$ cat config.mk
export PLATFORM = sky130hd
export DESIGN_NAME = pulse_stretcher_queue
export DESIGN_NICKNAME = d
export VERILOG_FILES = /design/src/rtl/pulse_stretcher_queue.sv
export SDC_FILE = /design/constraint.sdc
export NUM_CORES = 1
export LEC_CHECK = 0
export CAP_MARGIN = 0
export CORE_UTILIZATION = 40
export DETAILED_ROUTE_END_ITERATION = 10
export PLACE_DENSITY = 0.63
export SLEW_MARGIN = 20
export SYNTH_ARGS = -nofsm -noshare
export SYNTH_HDL_FRONTEND = slang
export SYNTH_SLANG_ARGS = --single-unit
export TNS_END_PERCENT = 100
$ cat constraint.sdc
create_clock -name clk -period 1.9 [get_ports clk]
set_input_delay 0.285 -clock clk [delete_from_list [all_inputs] [get_ports clk]]
set_output_delay 0.285 -clock clk [all_outputs]
set_load 0.005 [all_outputs]
$ cat src/rtl/pulse_stretcher_queue.sv
// pulse_stretcher_queue
// Turns single-clock event strobes into clean level pulses: each trigger
// gives ON_TICKS enable ticks high followed by OFF_TICKS enable ticks low.
// Optional feature macro: PULSE_QUEUE_EN
//   defined   - triggers arriving while busy are counted and replayed in order
//   undefined - triggers arriving while busy are dropped and flagged on overflow
//
// state      | meaning
// -----------+----------------------------------------------------------
// ST_IDLE    | no pulse in progress, waiting for trig
// ST_ACTIVE  | out high, counting ON_TICKS enable ticks
// ST_GAP     | out low guard gap, counting OFF_TICKS enable ticks
module pulse_stretcher_queue #(
    parameter int ON_TICKS  = 4,
    parameter int OFF_TICKS = 2,
    parameter int CNT_W     = 8,
    parameter int PEND_W    = 3
) (
    input  logic              clk,
    input  logic              clr,
    input  logic              enable,
    input  logic              trig,
    output logic              out,
    output logic              busy,
    output logic [PEND_W-1:0] pending,
    output logic              overflow
);

    localparam logic [1:0] ST_IDLE   = 2'd0;
    localparam logic [1:0] ST_ACTIVE = 2'd1;
    localparam logic [1:0] ST_GAP    = 2'd2;

    // The window timer is a down-counter: load length-1, expire at zero.
    localparam logic [CNT_W-1:0]  ON_LAST  = CNT_W'(ON_TICKS - 1);
    localparam logic [CNT_W-1:0]  OFF_LAST = CNT_W'(OFF_TICKS - 1);
    localparam logic [PEND_W-1:0] PEND_MAX = '1;

    logic [1:0]        state_q, state_d;
    logic [CNT_W-1:0]  cnt_q, cnt_d;
    logic [PEND_W-1:0] pend_q, pend_d;
    logic              out_q, out_d;
    logic              busy_q, busy_d;
    logic              ovf_q, ovf_d;

    logic gap_expire;
    logic take_pend;
    logic trig_direct;
    logic trig_extra;

    // Classify this clock's trigger: started/replayed directly, or surplus.
    always_comb begin
        gap_expire  = (state_q == ST_GAP) && enable && (cnt_q == '0);
        take_pend   = gap_expire && (pend_q != '0);
        trig_direct = trig && ((state_q == ST_IDLE) || (gap_expire && !take_pend));
        trig_extra  = trig && !trig_direct;
    end

    // Pulse sequencing: window and gap timing advance only on enable ticks.
    always_comb begin
        state_d = state_q;
        cnt_d   = cnt_q;
        case (state_q)
            ST_IDLE: begin
                if (trig) begin
                    state_d = ST_ACTIVE;
                    cnt_d   = ON_LAST;
                end
            end
            ST_ACTIVE: begin
                if (enable) begin
                    if (cnt_q == '0) begin
                        state_d = ST_GAP;
                        cnt_d   = OFF_LAST;
                    end else begin
                        cnt_d = cnt_q - CNT_W'(1);
                    end
                end
            end
            ST_GAP: begin
                if (enable) begin
                    if (cnt_q == '0) begin
                        if (take_pend || trig) begin
                            state_d = ST_ACTIVE;
                            cnt_d   = ON_LAST;
                        end else begin
                            state_d = ST_IDLE;
                            cnt_d   = '0;
                        end
                    end else begin
                        cnt_d = cnt_q - CNT_W'(1);
                    end
                end
            end
            default: begin
                state_d = ST_IDLE;
                cnt_d   = '0;
            end
        endcase
    end

    // Pending-trigger bookkeeping and overflow flag.
    always_comb begin
        pend_d = pend_q;
        ovf_d  = 1'b0;
`ifdef PULSE_QUEUE_EN
        case ({trig_extra, take_pend})
            2'b10: begin
                if (pend_q == PEND_MAX) begin
                    ovf_d = 1'b1;
                end else begin
                    pend_d = pend_q + PEND_W'(1);
                end
            end
            2'b01: begin
                pend_d = pend_q - PEND_W'(1);
            end
            // 2'b11: the replayed entry is replaced by the new trigger.
            default: begin
                pend_d = pend_q;
            end
        endcase
`else
        pend_d = '0;
        ovf_d  = trig_extra;
`endif
    end

    // Outputs are registered from the next state so they change with it.
    always_comb begin
        out_d  = (state_d == ST_ACTIVE);
        busy_d = (state_d != ST_IDLE);
    end

    // State registers; clr clears everything, including the queue, at once.
    always_ff @(posedge clk or negedge clr) begin
        if (!clr) begin
            state_q <= ST_IDLE;
            cnt_q   <= '0;
            pend_q  <= '0;
            out_q   <= 1'b0;
            busy_q  <= 1'b0;
            ovf_q   <= 1'b0;
        end else begin
            state_q <= state_d;
            cnt_q   <= cnt_d;
            pend_q  <= pend_d;
            out_q   <= out_d;
            busy_q  <= busy_d;
            ovf_q   <= ovf_d;
        end
    end

    assign out      = out_q;
    assign busy     = busy_q;
    assign pending  = pend_q;
    assign overflow = ovf_q;

endmodule
==> results of run 1 <==
-- path summary, 6_finish.rpt --
kind	from	endpoint	slack (ps)	depth (start not counted)
worst max-delay path	cnt_q[0]$_DFFE_PN0P_	state_q[1]$_DFF_PN0_	230	6
min in group clk	cnt_q[4]$_DFFE_PN0P_	cnt_q[4]$_DFFE_PN0P_	620	2
max in group asynchronous	clr	cnt_q[5]$_DFFE_PN0P_	1140	1
worst min register to register	cnt_q[4]$_DFFE_PN0P_	cnt_q[4]$_DFFE_PN0P_	620	2
worst min-delay path	clr	cnt_q[0]$_DFFE_PN0P_	370	1
worst max register to register	cnt_q[0]$_DFFE_PN0P_	state_q[1]$_DFF_PN0_	230	6
-- registers in the layout, summed over array words and instances, names as in the netlist --
register,cells
state_q,2
busy,1
out,1
overflow,1
cnt_q,8
-- through the flow --
stage,cells,worst slack (ps),cell area (um^2)
after floorplan,85,314.4,820.8
after global placement,116,101.2,918.4
after detailed placement,116,42.53,918.4
after CTS,120,30.92,944.7
after global routing,120,94.28,957.2
final,120,228.5,957.2
-- cells in the final DEF (no fill, tap or decap), types with 2 or more instances in the layout --
cell type / count
a21oi_1: 4
a31oi_1: 2
and2_1: 3
buf_4: 7
clkbuf_4: 3
clkdlybuf4s50_1: 6
conb_1: 3
dfrtp_1: 13
ha_1: 2
inv_1: 5
mux2i_1: 2
nand2_1: 4
nand3_1: 2
nor2_1: 6
nor3_1: 4
o21ai_0: 2
or4_1: 2
xor2_1: 2
-- power groups by stage --
stage	clock network (uW)	registers (uW)	logic (uW)
after floorplan	0	459	524
after global placement	0	485	677
after detailed placement	0	491	690
after CTS	188	485	692
after global routing	195	504	776
final	183	487	702
-- critical path, stage by stage, from the launching register on --
cell,delay (ps)
dfrtp_1,420
inv_1,140
ha_1,170
nor3b_2,230
nand2_2,150
or4_1,410
o21ai_0,80
-- cell type report --
class	instances	area, um^2	area share [%]
timing repair buffer	13	112.6	11.76
inverter	5	18.77	1.961
multi-input combinational	60	442.9	46.27
tap	25	31.28	3.268
sequential	13	325.3	33.99
clock buffer	4	26.28	2.745
-- kinds of logic after synthesis --
| logic type | Yosys count |
|---|---|
| simple gates | 25 |
| mux | 3 |
| buf+inv | 12 |
| other cells | 1 |
| fa+ha+maj | 3 |
| flops | 13 |
| compound gates | 24 |
| xor+xnor | 2 |
-- repair_timing --
action                                  in CTS  in global routing
endpoints found under the setup margin       0                  2
hold endpoints to repair                     0                  0
buffers inserted                             0                  0
resized for setup                            0                  2
-- routing by layer --
layer | GRT usage (%) | vias up
li1 | - | 323
met1 | 22.88 | 309
met2 | 27.50 | 16
met3 | 4.615 | 2
met4 | 5.143 | 0
met5 | 0 | -
==> results_tabular.tex, run 1 <==
\begin{tabular}{lr}
\hline
Metric & Value \\
\hline
\multicolumn{2}{l}{\textbf{Power}} \\
\quad Worst voltage drop across the vdd grid & 0.6133 mV \\
\quad Power dissipated by switching net loads & 561.7 uW \\
\quad Relative contribution of sequential cells to total power & 35.5\% \\
\quad Power Dens Cells & 1434 nW/um\^{}2 \\
\quad Standby leakage power & 0.0003995 uW \\
\quad Post-layout power & 1372 uW \\
\quad Cell internal power dissipation & 810.8 uW \\
\quad Logic gate share of total power & 51.2\% \\
\quad Part of the power in the clock network & 13.4\% \\
\quad Sw Share & 40.93\% \\
\multicolumn{2}{l}{\textbf{STA}} \\
\quad Fin. Hold Viols & 0 \\
\quad Setup-failing EPs final & 0 \\
\quad Final worst-path cycle share & 87.97\% \\
\quad Maximum frequency from static timing analysis & 598.3 MHz \\
\quad Unrepaired setup endpoints after global routing & false \\
\quad Final setup TNS & 0 ps \\
\quad Setup skew after layout & 9.597 ps \\
\quad Tightest hold margin & 365.8 ps \\
\quad Count of pins over their slew limit & 0 \\
\quad Worst slew margin & 60.38\% \\
\quad Time the final worst path needs with I/O delays and setup & 1671 ps \\
\quad Measured slew at the worst slew-check pin & 592.5 ps \\
\multicolumn{2}{l}{\textbf{Floorplan}} \\
\quad Die area & 2217 um\^{}2 \\
\quad Core Region & 1821 um\^{}2 \\
\quad Floorplan die width & 47.09 um \\
\quad Count of pins on the block boundary & 10 \\
\quad Height of the die & 47.09 um \\
\quad Standard-cell rows & 15 \\
\quad Effective utilization at floorplan & 44.67\% \\
\multicolumn{2}{l}{\textbf{Hold path}} \\
\quad Class of the tightest hold or removal check & in -> async \\
\multicolumn{2}{l}{\textbf{Yosys}} \\
\quad Post-synth cell types & 41 \\
\quad Sequential area share after synthesis & 40.00\% \\
\quad Combinational family with the most area after synthesis & compound AO/OA/AOI/OAI gates \\
\quad Synth Area in Adders & 4.308\% \\
\quad Multiplexer fraction of the synthesized cell area & 3.846\% \\
\quad Library cell occupying the most area in the post-synthesis netlist & dfrtp\_1 \\
\quad Number of synthesized flops with an enable pin & 0 \\
\quad Primary FF master, synth & dfrtp\_1 \\
\quad Synth Area in XOR/XNOR & 2.154\% \\
\quad Count of warnings emitted by yosys & 0 \\
\quad Area contributors post-synth & dfrtp\_1 40\%, ha\_1 3.1\%, buf\_4 2.8\% \\
\quad Number of instances in the synthesized netlist & 83 \\
\quad Async set or reset register ratio after synthesis & 100.0\% \\
\quad Cell with the most instances after synthesis & dfrtp\_1 \\
\quad Share of the synthesized area in the top cell type & 40.00\% \\
\quad Area share of and/or/nand/nor cells after synthesis & 17.85\% \\
\quad Most frequent cells after synthesis & 13 x dfrtp\_1, 6 x nor2\_1, 5 x inv\_1 \\
\quad Compound-Gate Fraction of Synth Area & 23.38\% \\
\quad Summed instance area of the synthesized netlist & 813.3 um\^{}2 \\
\quad Flop and latch count out of synthesis & 13 \\
\quad Average cell area after synthesis & 9.799 um\^{}2 \\
\multicolumn{2}{l}{\textbf{Clocking}} \\
\quad CTS sink cnt & 13 \\
\quad Count of hold buffers inserted by post-cts repair & 0 \\
\quad Maximum level of the CTS H-tree & 1 \\
\quad Clk root buf & clkbuf\_4 \\
\quad TritonCTS clock tree & built \\
\quad Latest clock arrival within the worst-skew pair & 280 ps \\
\quad Maximum root-to-sink buffer count & 2 \\
\quad Num CTS Buffers & 3 \\
\quad Clock transition at the registers of the reported paths & 90 ps \\
\multicolumn{2}{l}{\textbf{Setup path}} \\
\quad Worst EP required & 2110 ps \\
\quad Critical setup path kind & reg -> reg \\
\quad Worst Setup End Kind & flip-flop \\
\quad Kind of launch point of the worst setup path & flip-flop \\
\quad Highest fanout seen on the critical path & 5 \\
\quad WP data arrival & 1890 ps \\
\multicolumn{2}{l}{\textbf{Placement}} \\
\quad Final weighted congestion in routability-driven placement & 0.8245 \\
\quad Sum of net half-perimeters after detailed placement & 1145 um \\
\quad Number of input and output port buffers inserted & 6 \\
\multicolumn{2}{l}{\textbf{Status}} \\
\quad Result of the run & complete, no violations \\
\multicolumn{2}{l}{\textbf{Detailed routing}} \\
\quad Uppermost layer routed & met4 \\
\quad Number of DRC markers in iteration 0 & 20 \\
\quad Via count normalized by instance count & 5.417 \\
\quad Wire length reported by the detailed router & 1542 um \\
\quad DR DRC count & 0 \\
\quad Wire length on met2 & 710 um \\
\quad Met1 wire length & 747 um \\
\quad ANT nets after route & 0 \\
\quad Initial DRT Pass Iterations & 4 \\
\quad WL/cell & 12.85 um \\
\quad Via count & 650 \\
\quad Amount of wire on met3 after detailed routing & 74 um \\
\multicolumn{2}{l}{\textbf{GRT}} \\
\quad Total track usage & 17.24\% \\
\quad GR Overflow Total & 0 \\
\quad Number of antenna violations at the first check in global routing & 0 \\
\quad Number of global-route vias before repair & 579 \\
\quad Largest net degree at the start of global routing & 14 \\
\quad Wire length of the first global-routing pass & 2622 um \\
\multicolumn{2}{l}{\textbf{Layout}} \\
\quad Number of diodes & 0 \\
\quad Share of the core filled with cells in the final layout & 52.58\% \\
\quad Share of cells above drive strength 1 & 20.00\% \\
\quad Net count of the finished layout & 102 \\
\quad FILL cells & 182 \\
\quad Relative area change from synthesis to final layout & 17.69\% \\
\multicolumn{2}{l}{\textbf{Job}} \\
\quad Max-Cap Viols & 0 \\
\hline
\end{tabular}
No activity file was read; power rests on OpenSTA's default activity.
==> inputs of run 2 (changes only) <==
PLACE_DENSITY = 0.64   (was 0.63)
REMOVE_ABC_BUFFERS = 1   (was default)
==> run 2 against run 1 <==
Setup slack got worse by 19 ps. Register-to-register slack worse by 20 ps. Sequential power is 2% lower. Final area unchanged. Sequential share of layout area unchanged. Combinational power grew 3.4%. Clock-buffer cell count did not move. Critical path type unchanged. Critical path depth is the same. Clock skew fell by 7.7 ps. Highest routed layer unchanged. Largest cell class unchanged. Non-clock buffer count is 1 higher.
==> results_tabular.tex, run 2 (synthesized netlist as in run 1, its figures left out) <==
\begin{tabular}{lr}
\hline
Metric & Value \\
\hline
\multicolumn{2}{l}{\textbf{GRT}} \\
\quad Largest net degree at the start of global routing & 14 (unchanged) \\
\quad Total track usage & 18.97\% (+1.7 points) \\
\quad Number of antenna violations at the first check in global routing & 0 (unchanged) \\
\quad Wire length of the first global-routing pass & 2822 um (+7.6\%) \\
\quad Number of global-route vias before repair & 669 (+16\%) \\
\quad GR Overflow Total & 0 (unchanged) \\
\multicolumn{2}{l}{\textbf{Power}} \\
\quad Standby leakage power & 0.0004037 uW (+1.1\%) \\
\quad Post-layout power & 1376 uW (+0.25\%) \\
\quad Worst voltage drop across the vdd grid & 0.5216 mV (-15\%) \\
\quad Power Dens Cells & 1438 nW/um\^{}2 (+0.25\%) \\
\multicolumn{2}{l}{\textbf{Status}} \\
\quad Result of the run & complete, no violations \\
\multicolumn{2}{l}{\textbf{Clocking}} \\
\quad Clk root buf & clkbuf\_4 \\
\quad CTS sink cnt & 13 (unchanged) \\
\quad Latest clock arrival within the worst-skew pair & 270 ps (about the same) \\
\quad Maximum level of the CTS H-tree & 1 (unchanged) \\
\quad Clock transition at the registers of the reported paths & 80 ps (about the same) \\
\quad TritonCTS clock tree & built \\
\quad Count of hold buffers inserted by post-cts repair & 0 (unchanged) \\
\quad Num CTS Buffers & 3 (unchanged) \\
\quad \# resized after CTS & 0 (unchanged) \\
\quad Maximum root-to-sink buffer count & 2 (unchanged) \\
\quad Setup Buffers After CTS & 0 (unchanged) \\
\multicolumn{2}{l}{\textbf{Layout}} \\
\quad Share of cells above drive strength 1 & 20.83\% (+0.83 points) \\
\quad Relative area change from synthesis to final layout & 17.69\% (unchanged) \\
\quad Net count of the finished layout & 103 (+0.98\%) \\
\quad Top Registers & cnt\_q x8, state\_q x2 \\
\quad Number of diodes & 0 (unchanged) \\
\quad Highest-count cells in the layout ignoring fill and taps & 13 x dfrtp\_1, 8 x buf\_4, 6 x nor2\_1, 6 x clkdlybuf4s50\_1, 5 x inv\_1 \\
\quad Top reg by flops & cnt\_q \\
\quad Flip-flop count of the largest register after layout & 8 (unchanged) \\
\quad Most common cell after layout, fill and taps aside & dfrtp\_1 \\
\multicolumn{2}{l}{\textbf{STA}} \\
\quad Measured slew at the worst slew-check pin & 588.6 ps (-3.856 ps) \\
\quad Worst slew margin & 60.64\% (+0.26 points) \\
\quad Time the final worst path needs with I/O delays and setup & 1690 ps (+18.59 ps) \\
\quad Final worst-path cycle share & 88.95\% (+0.98 points) \\
\quad Setup-failing EPs final & 0 (unchanged) \\
\quad Unrepaired setup endpoints after global routing & false \\
\quad Setup skew after layout & 1.851 ps (-7.746 ps) \\
\quad Fin. Hold Viols & 0 (unchanged) \\
\quad Maximum frequency from static timing analysis & 591.7 MHz (-1.1\%) \\
\quad Final setup TNS & 0 ps (unchanged) \\
\quad Count of pins over their slew limit & 0 (unchanged) \\
\multicolumn{2}{l}{\textbf{Placement}} \\
\quad Sum of net half-perimeters after detailed placement & 1261 um (+10\%) \\
\quad Final weighted congestion in routability-driven placement & 0.7978 (-3.2\%) \\
\quad Number of input and output port buffers inserted & 6 (unchanged) \\
\multicolumn{2}{l}{\textbf{Detailed routing}} \\
\quad ANT nets after route & 0 (unchanged) \\
\quad Wire length reported by the detailed router & 1650 um (+7.0\%) \\
\quad WL/cell & 13.64 um (+6.1\%) \\
\quad Number of DRC markers in iteration 0 & 13 (-35\%) \\
\quad Via count normalized by instance count & 5.446 (+0.55\%) \\
\quad DR DRC count & 0 (unchanged) \\
\quad Initial DRT Pass Iterations & 3 (-1) \\
\quad Via count & 659 (+1.4\%) \\
\multicolumn{2}{l}{\textbf{Floorplan}} \\
\quad Count of pins on the block boundary & 10 (unchanged) \\
\quad Standard-cell rows & 15 (unchanged) \\
\quad Effective utilization at floorplan & 44.67\% (unchanged) \\
\quad Die area & 2217 um\^{}2 (unchanged) \\
\quad Height of the die & 47.09 um (unchanged) \\
\quad Core Region & 1821 um\^{}2 (unchanged) \\
\quad Floorplan die width & 47.09 um (unchanged) \\
\multicolumn{2}{l}{\textbf{Setup path}} \\
\quad Worst Setup End Kind & flip-flop \\
\quad Kind of launch point of the worst setup path & flip-flop \\
\quad Worst EP required & 2070 ps (-40 ps) \\
\quad Largest stage delay on the critical path & 410 ps (about the same) \\
\quad Worst path cell trace & inv\_1 > ha\_1 > nor3b\_2 > nand2\_2 > a21oi\_2 > o21ba\_2 \\
\quad WP data arrival & 1860 ps (-30 ps) \\
\quad Highest fanout seen on the critical path & 6 (+1) \\
\quad Dominant delay contributor by cell family on the critical path & compound AO/OA/AOI/OAI gates \\
\quad WP buf/inv & 1 (unchanged) \\
\quad Critical setup path kind & reg -> reg \\
\quad CP max stage cell & dfrtp\_1 \\
\multicolumn{2}{l}{\textbf{Job}} \\
\quad Max-Cap Viols & 0 (unchanged) \\
\multicolumn{2}{l}{\textbf{Hold path}} \\
\quad Class of the tightest hold or removal check & in -> async \\
\hline
\end{tabular}
run 2: cell count changes in the layout (fill, tap and decap cells not counted):
cell     delta
a21oi_2     +1
a21oi_4     -1
buf_4       +1
run 2: report_power, final:
group / switching, uW / internal (uW) / leakage (uW)
Clock: 89.6 / 81.4 / 0.0000150
Sequential: 98.9 / 380 / 0.000157
Combinational: 369 / 357 / 0.000232
run 2: worst paths after layout:
check	startpoint	endpoint	slack, ps	cells after the start
setup / recovery	cnt_q[0]$_DFFE_PN0P_	cnt_q[3]$_DFFE_PN0P_	210	6
hold / removal	clr	cnt_q[4]$_DFFE_PN0P_	380	1
setup reg to reg	cnt_q[0]$_DFFE_PN0P_	cnt_q[3]$_DFFE_PN0P_	210	6
hold reg to reg	cnt_q[5]$_DFFE_PN0P_	cnt_q[5]$_DFFE_PN0P_	640	2
max in group asynchronous	clr	state_q[1]$_DFF_PN0_	1140	1
min in group clk	cnt_q[5]$_DFFE_PN0P_	cnt_q[5]$_DFFE_PN0P_	640	2
run 2: cell type report:
class | instances | area [um^2]
Inverter | 5 | 18.77
Sequential cell | 13 | 325.3
Multi-Input combinational cell | 60 | 435.4
Timing Repair Buffer | 14 | 120.1
Clock buffer | 4 | 26.28
Tap cell | 25 | 31.28
Fill cell | 190 | 863.3
run 2: layer usage:
metal,GRT usage (%),up-vias,wire length (um)
met4,10.29,0,21
met2,31.11,10,810
li1,-,323,-
met3,3.462,4,34
met1,23.53,322,783
met5,0,-,0
run 2: metrics by stage:
| step | instances | hold WS (ps) | setup WS [ps] | utilization, % | cell area, um^2 |
|---|---|---|---|---|---|
| after floorplan | 78 | -10.59 | 269.1 | - | 774.5 |
| after global placement | 117 | 598.4 | 103.2 | 50.86 | 925.9 |
| after detailed placement | 117 | 619.2 | 13.99 | 50.86 | 925.9 |
| after CTS | 121 | 391.1 | 47.43 | 52.30 | 952.2 |
| after global routing | 121 | 414.3 | 59.13 | 52.58 | 957.2 |
| final | 121 | 379.5 | 209.9 | 52.58 | 957.2 |
==> inputs of run 3 (changes only) <==
ABC_AREA = 1   (was default)
==> run 3 against run 2 <==
Critical path depth grew 1. Core utilization shrank 2.5 points. Largest power group is now registers. Clock skew grew 8.7 ps. Highest routed layer unchanged. Clock-buffer cell count shrank 1. Setup slack gained 180 ps. Cell count grew 26%. Critical endpoint is now busy$_DFF_PN0_. Hold slack lost 32 ps. Clock power grew 6%. Sequential share of layout area grew 2.1 points. Combinational power shrank 69%. Area after synthesis shrank 1.8%. Routed wire length shrank 16%.
==> results_tabular.tex, run 3 <==
\begin{tabular}{lr}
\hline
Metric & Value \\
\hline
\multicolumn{2}{l}{\textbf{Clocking}} \\
\quad Num CTS Buffers & 3 (unchanged) \\
\quad Clk root buf & clkbuf\_4 \\
\quad Latest clock arrival within the worst-skew pair & 290 ps (+20 ps) \\
\quad \# resized after CTS & 0 (unchanged) \\
\quad TritonCTS clock tree & built \\
\quad Maximum level of the CTS H-tree & 1 (unchanged) \\
\quad Count of hold buffers inserted by post-cts repair & 0 (unchanged) \\
\quad Setup Buffers After CTS & 0 (unchanged) \\
\quad CTS sink cnt & 13 (unchanged) \\
\quad Clock transition at the registers of the reported paths & 90 ps (about the same) \\
\quad Maximum root-to-sink buffer count & 2 (unchanged) \\
\multicolumn{2}{l}{\textbf{Layout}} \\
\quad Number of diodes & 0 (unchanged) \\
\quad Flip-flop count of the largest register after layout & 8 (unchanged) \\
\quad Cell area after layout & 902.1 um\^{}2 (-5.8\%) \\
\quad Share of the core filled with cells in the final layout & 50.07\% (-2.5 points) \\
\quad Highest-count cells in the layout ignoring fill and taps & 40 x nand2\_1, 20 x nor2\_1, 18 x inv\_1 \\
\quad Top reg by flops & cnt\_q \\
\quad Net count of the finished layout & 135 (+31\%) \\
\quad Share of cells above drive strength 1 & 8.594\% (-12 points) \\
\quad Top Registers & cnt\_q x8, state\_q x2 \\
\quad Relative area change from synthesis to final layout & 13.01\% \\
\quad FILL cells & 192 (+1.1\%) \\
\quad Most common cell after layout, fill and taps aside & nand2\_1 \\
\multicolumn{2}{l}{\textbf{STA}} \\
\quad Final worst-path cycle share & 79.65\% (-9.3 points) \\
\quad Maximum frequency from static timing analysis & 660.8 MHz (+12\%) \\
\quad Post-layout worst setup margin & 386.7 ps (+176.8 ps) \\
\quad Unrepaired setup endpoints after global routing & false \\
\quad Setup-failing EPs final & 0 (unchanged) \\
\quad Count of pins over their slew limit & 0 (unchanged) \\
\quad Time the final worst path needs with I/O delays and setup & 1513 ps (-176.8 ps) \\
\quad Measured slew at the worst slew-check pin & 564.3 ps (-24.36 ps) \\
\quad Worst slew margin & 62.26\% (+1.6 points) \\
\quad Fin. Hold Viols & 0 (unchanged) \\
\quad Setup skew after layout & 10.57 ps (+8.723 ps) \\
\quad Final setup TNS & 0 ps (unchanged) \\
\multicolumn{2}{l}{\textbf{Power}} \\
\quad Standby leakage power & 0.0004591 uW (+14\%) \\
\quad Worst voltage drop across the vdd grid & 0.4878 mV (-6.5\%) \\
\quad Power Dens Cells & 864.1 nW/um\^{}2 (-40\%) \\
\quad Relative contribution of sequential cells to total power & 47.8\% (+13 points) \\
\quad Cell internal power dissipation & 494.0 uW (-40\%) \\
\quad Part of the power in the clock network & 23.2\% (+11 points) \\
\quad Logic gate share of total power & 29.0\% (-24 points) \\
\quad Power dissipated by switching net loads & 285.5 uW (-49\%) \\
\quad Sw Share & 36.63\% (-3.9 points) \\
\multicolumn{2}{l}{\textbf{Yosys}} \\
\quad Primary FF master, synth & dfrtp\_1 \\
\quad Most frequent cells after synthesis & 40 x nand2\_1, 20 x nor2\_1, 18 x inv\_1, 13 x dfrtp\_1, 5 x o21ai\_0 \\
\quad Number of instances in the synthesized netlist & 119 (+43\%) \\
\quad Area contributors post-synth & dfrtp\_1 41\%, nand2\_1 19\%, nor2\_1 9.4\% \\
\quad Library cell occupying the most area in the post-synthesis netlist & dfrtp\_1 \\
\quad Post-synth cell types & 17 (-59\%) \\
\quad Count of warnings emitted by yosys & 0 (unchanged) \\
\quad Number of synthesized flops with an enable pin & 0 (unchanged) \\
\quad Summed instance area of the synthesized netlist & 798.3 um\^{}2 (-1.8\%) \\
\quad Share of the synthesized area in the top cell type & 40.75\% (+0.75 points) \\
\quad Cell with the most instances after synthesis & nand2\_1 \\
\quad Flop and latch count out of synthesis & 13 (unchanged) \\
\quad Average cell area after synthesis & 6.708 um\^{}2 (-32\%) \\
\quad Sequential area share after synthesis & 40.75\% (+0.75 points) \\
\quad Async set or reset register ratio after synthesis & 100.0\% (unchanged) \\
\multicolumn{2}{l}{\textbf{Setup path}} \\
\quad Worst EP required & 2060 ps (about the same) \\
\quad Critical setup path kind & reg -> reg \\
\quad Highest fanout seen on the critical path & 4 (-2) \\
\quad Worst Setup End Kind & flip-flop \\
\quad Number of cell instances on the worst register-to-register path & 7 (+1) \\
\quad Kind of launch point of the worst setup path & flip-flop \\
\quad WP data arrival & 1670 ps (-190 ps) \\
\multicolumn{2}{l}{\textbf{Job}} \\
\quad Max-Cap Viols & 0 (unchanged) \\
\multicolumn{2}{l}{\textbf{GRT}} \\
\quad Total track usage & 15.84\% (-3.1 points) \\
\quad GR Overflow Total & 0 (unchanged) \\
\quad Largest net degree at the start of global routing & 14 (unchanged) \\
\quad Number of antenna violations at the first check in global routing & 0 (unchanged) \\
\quad Number of global-route vias before repair & 589 (-12\%) \\
\quad Wire length of the first global-routing pass & 2380 um (-16\%) \\
\multicolumn{2}{l}{\textbf{Detailed routing}} \\
\quad Initial DRT Pass Iterations & 4 (+1) \\
\quad Via count normalized by instance count & 4.412 (-19\%) \\
\quad Wire length reported by the detailed router & 1393 um (-16\%) \\
\quad Number of DRC markers in iteration 0 & 19 (+6) \\
\quad ANT nets after route & 0 (unchanged) \\
\quad DR DRC count & 0 (unchanged) \\
\quad WL/cell & 9.105 um (-33\%) \\
\quad Via count & 675 (+2.4\%) \\
\multicolumn{2}{l}{\textbf{Floorplan}} \\
\quad Floorplan die width & 46.67 um (-0.89\%) \\
\quad Die area & 2178 um\^{}2 (-1.8\%) \\
\quad Count of pins on the block boundary & 10 (unchanged) \\
\quad Standard-cell rows & 15 (unchanged) \\
\quad Effective utilization at floorplan & 44.31\% (-0.37 points) \\
\quad Height of the die & 46.67 um (-0.89\%) \\
\quad Core Region & 1802 um\^{}2 (-1.0\%) \\
\multicolumn{2}{l}{\textbf{Placement}} \\
\quad Dpl cell area & 874.6 um\^{}2 (-5.5\%) \\
\quad Worst slack at placement & 369.1 ps (+355.1 ps) \\
\quad Final weighted congestion in routability-driven placement & 0.9058 (+14\%) \\
\quad Sum of net half-perimeters after detailed placement & 1101 um (-13\%) \\
\quad Number of input and output port buffers inserted & 6 (unchanged) \\
\multicolumn{2}{l}{\textbf{Hold path}} \\
\quad Class of the tightest hold or removal check & in -> async \\
\multicolumn{2}{l}{\textbf{Status}} \\
\quad Result of the run & complete, no violations \\
\hline
\end{tabular}
==> run 3: stage by stage <==
step	power, uW	cells	hold slack [ps]
4_1_cts	788.6	153	376.7
5_1_grt	857.0	153	398.2
3_3_place_gp	601.6	149	505.5
3_5_place_dp	604.7	149	513.4
2_1_floorplan	546.2	118	-10.59
6_report	779.5	153	347.3
==> run 3: kinds of logic (layout without fill, tap and decap cells) <==
family / count (synthesis) / in the layout / synth area share (%)
compound gates: 9 / 9 / 7.367
fa+ha+maj: 2 / 2 / 3.134
buf+inv: 23 / 30 / 12.23
flops: 13 / 13 / 40.75
other cells: 1 / 3 / 0.4698
simple gates: 71 / 71 / 36.05
==> run 3: cell type report <==
type	instances	area, um^2	share of cell area, %
multi-input cells	85	382.9	42.44
flip-flops and latches	13	325.3	36.06
inverters	20	75.07	8.322
repair buffers	6	60.06	6.657
well taps	25	31.28	3.467
clock buffers	3	22.52	2.497
clock inverters	1	5.005	0.5548
==> run 3: power by group through the flow <==
stage,clock network [uW],registers [uW],logic [uW]
6_report,181,372,226
5_1_grt,206,382,270
4_1_cts,188,372,228
3_5_place_dp,0,378,227
3_3_place_gp,0,378,224
2_1_floorplan,0,367,179
==> run 3: metal layers <==
layer / wire, um / global-route usage [%] / vias up
li1: - / - / 370
met1: 716 / 20.63 / 285
met2: 582 / 23.33 / 17
met3: 81 / 6.275 / 3
met4: 12 / 6.286 / 0
met5: 0 / 0 / -
==> run 3: worst max-delay path: stages (launching register included) <==
cell	delay, ps
dfrtp_1	390
inv_1	110
ha_1	180
nand2_1	70
nor2_1	140
nand2_1	110
o211ai_1	310
nand2_1	90
==> run 3: path summary, 6_finish.rpt <==
kind | start | end | slack [ps]
setup / recovery | cnt_q[0]$_DFFE_PN0P_ | busy$_DFF_PN0_ | 390
hold / removal | clr | cnt_q[5]$_DFFE_PN0P_ | 350
setup reg to reg | cnt_q[0]$_DFFE_PN0P_ | busy$_DFF_PN0_ | 390
hold reg to reg | cnt_q[1]$_DFFE_PN0P_ | cnt_q[1]$_DFFE_PN0P_ | 520
max in group asynchronous | clr | cnt_q[1]$_DFFE_PN0P_ | 1170
min in group clk | cnt_q[1]$_DFFE_PN0P_ | cnt_q[1]$_DFFE_PN0P_ | 520
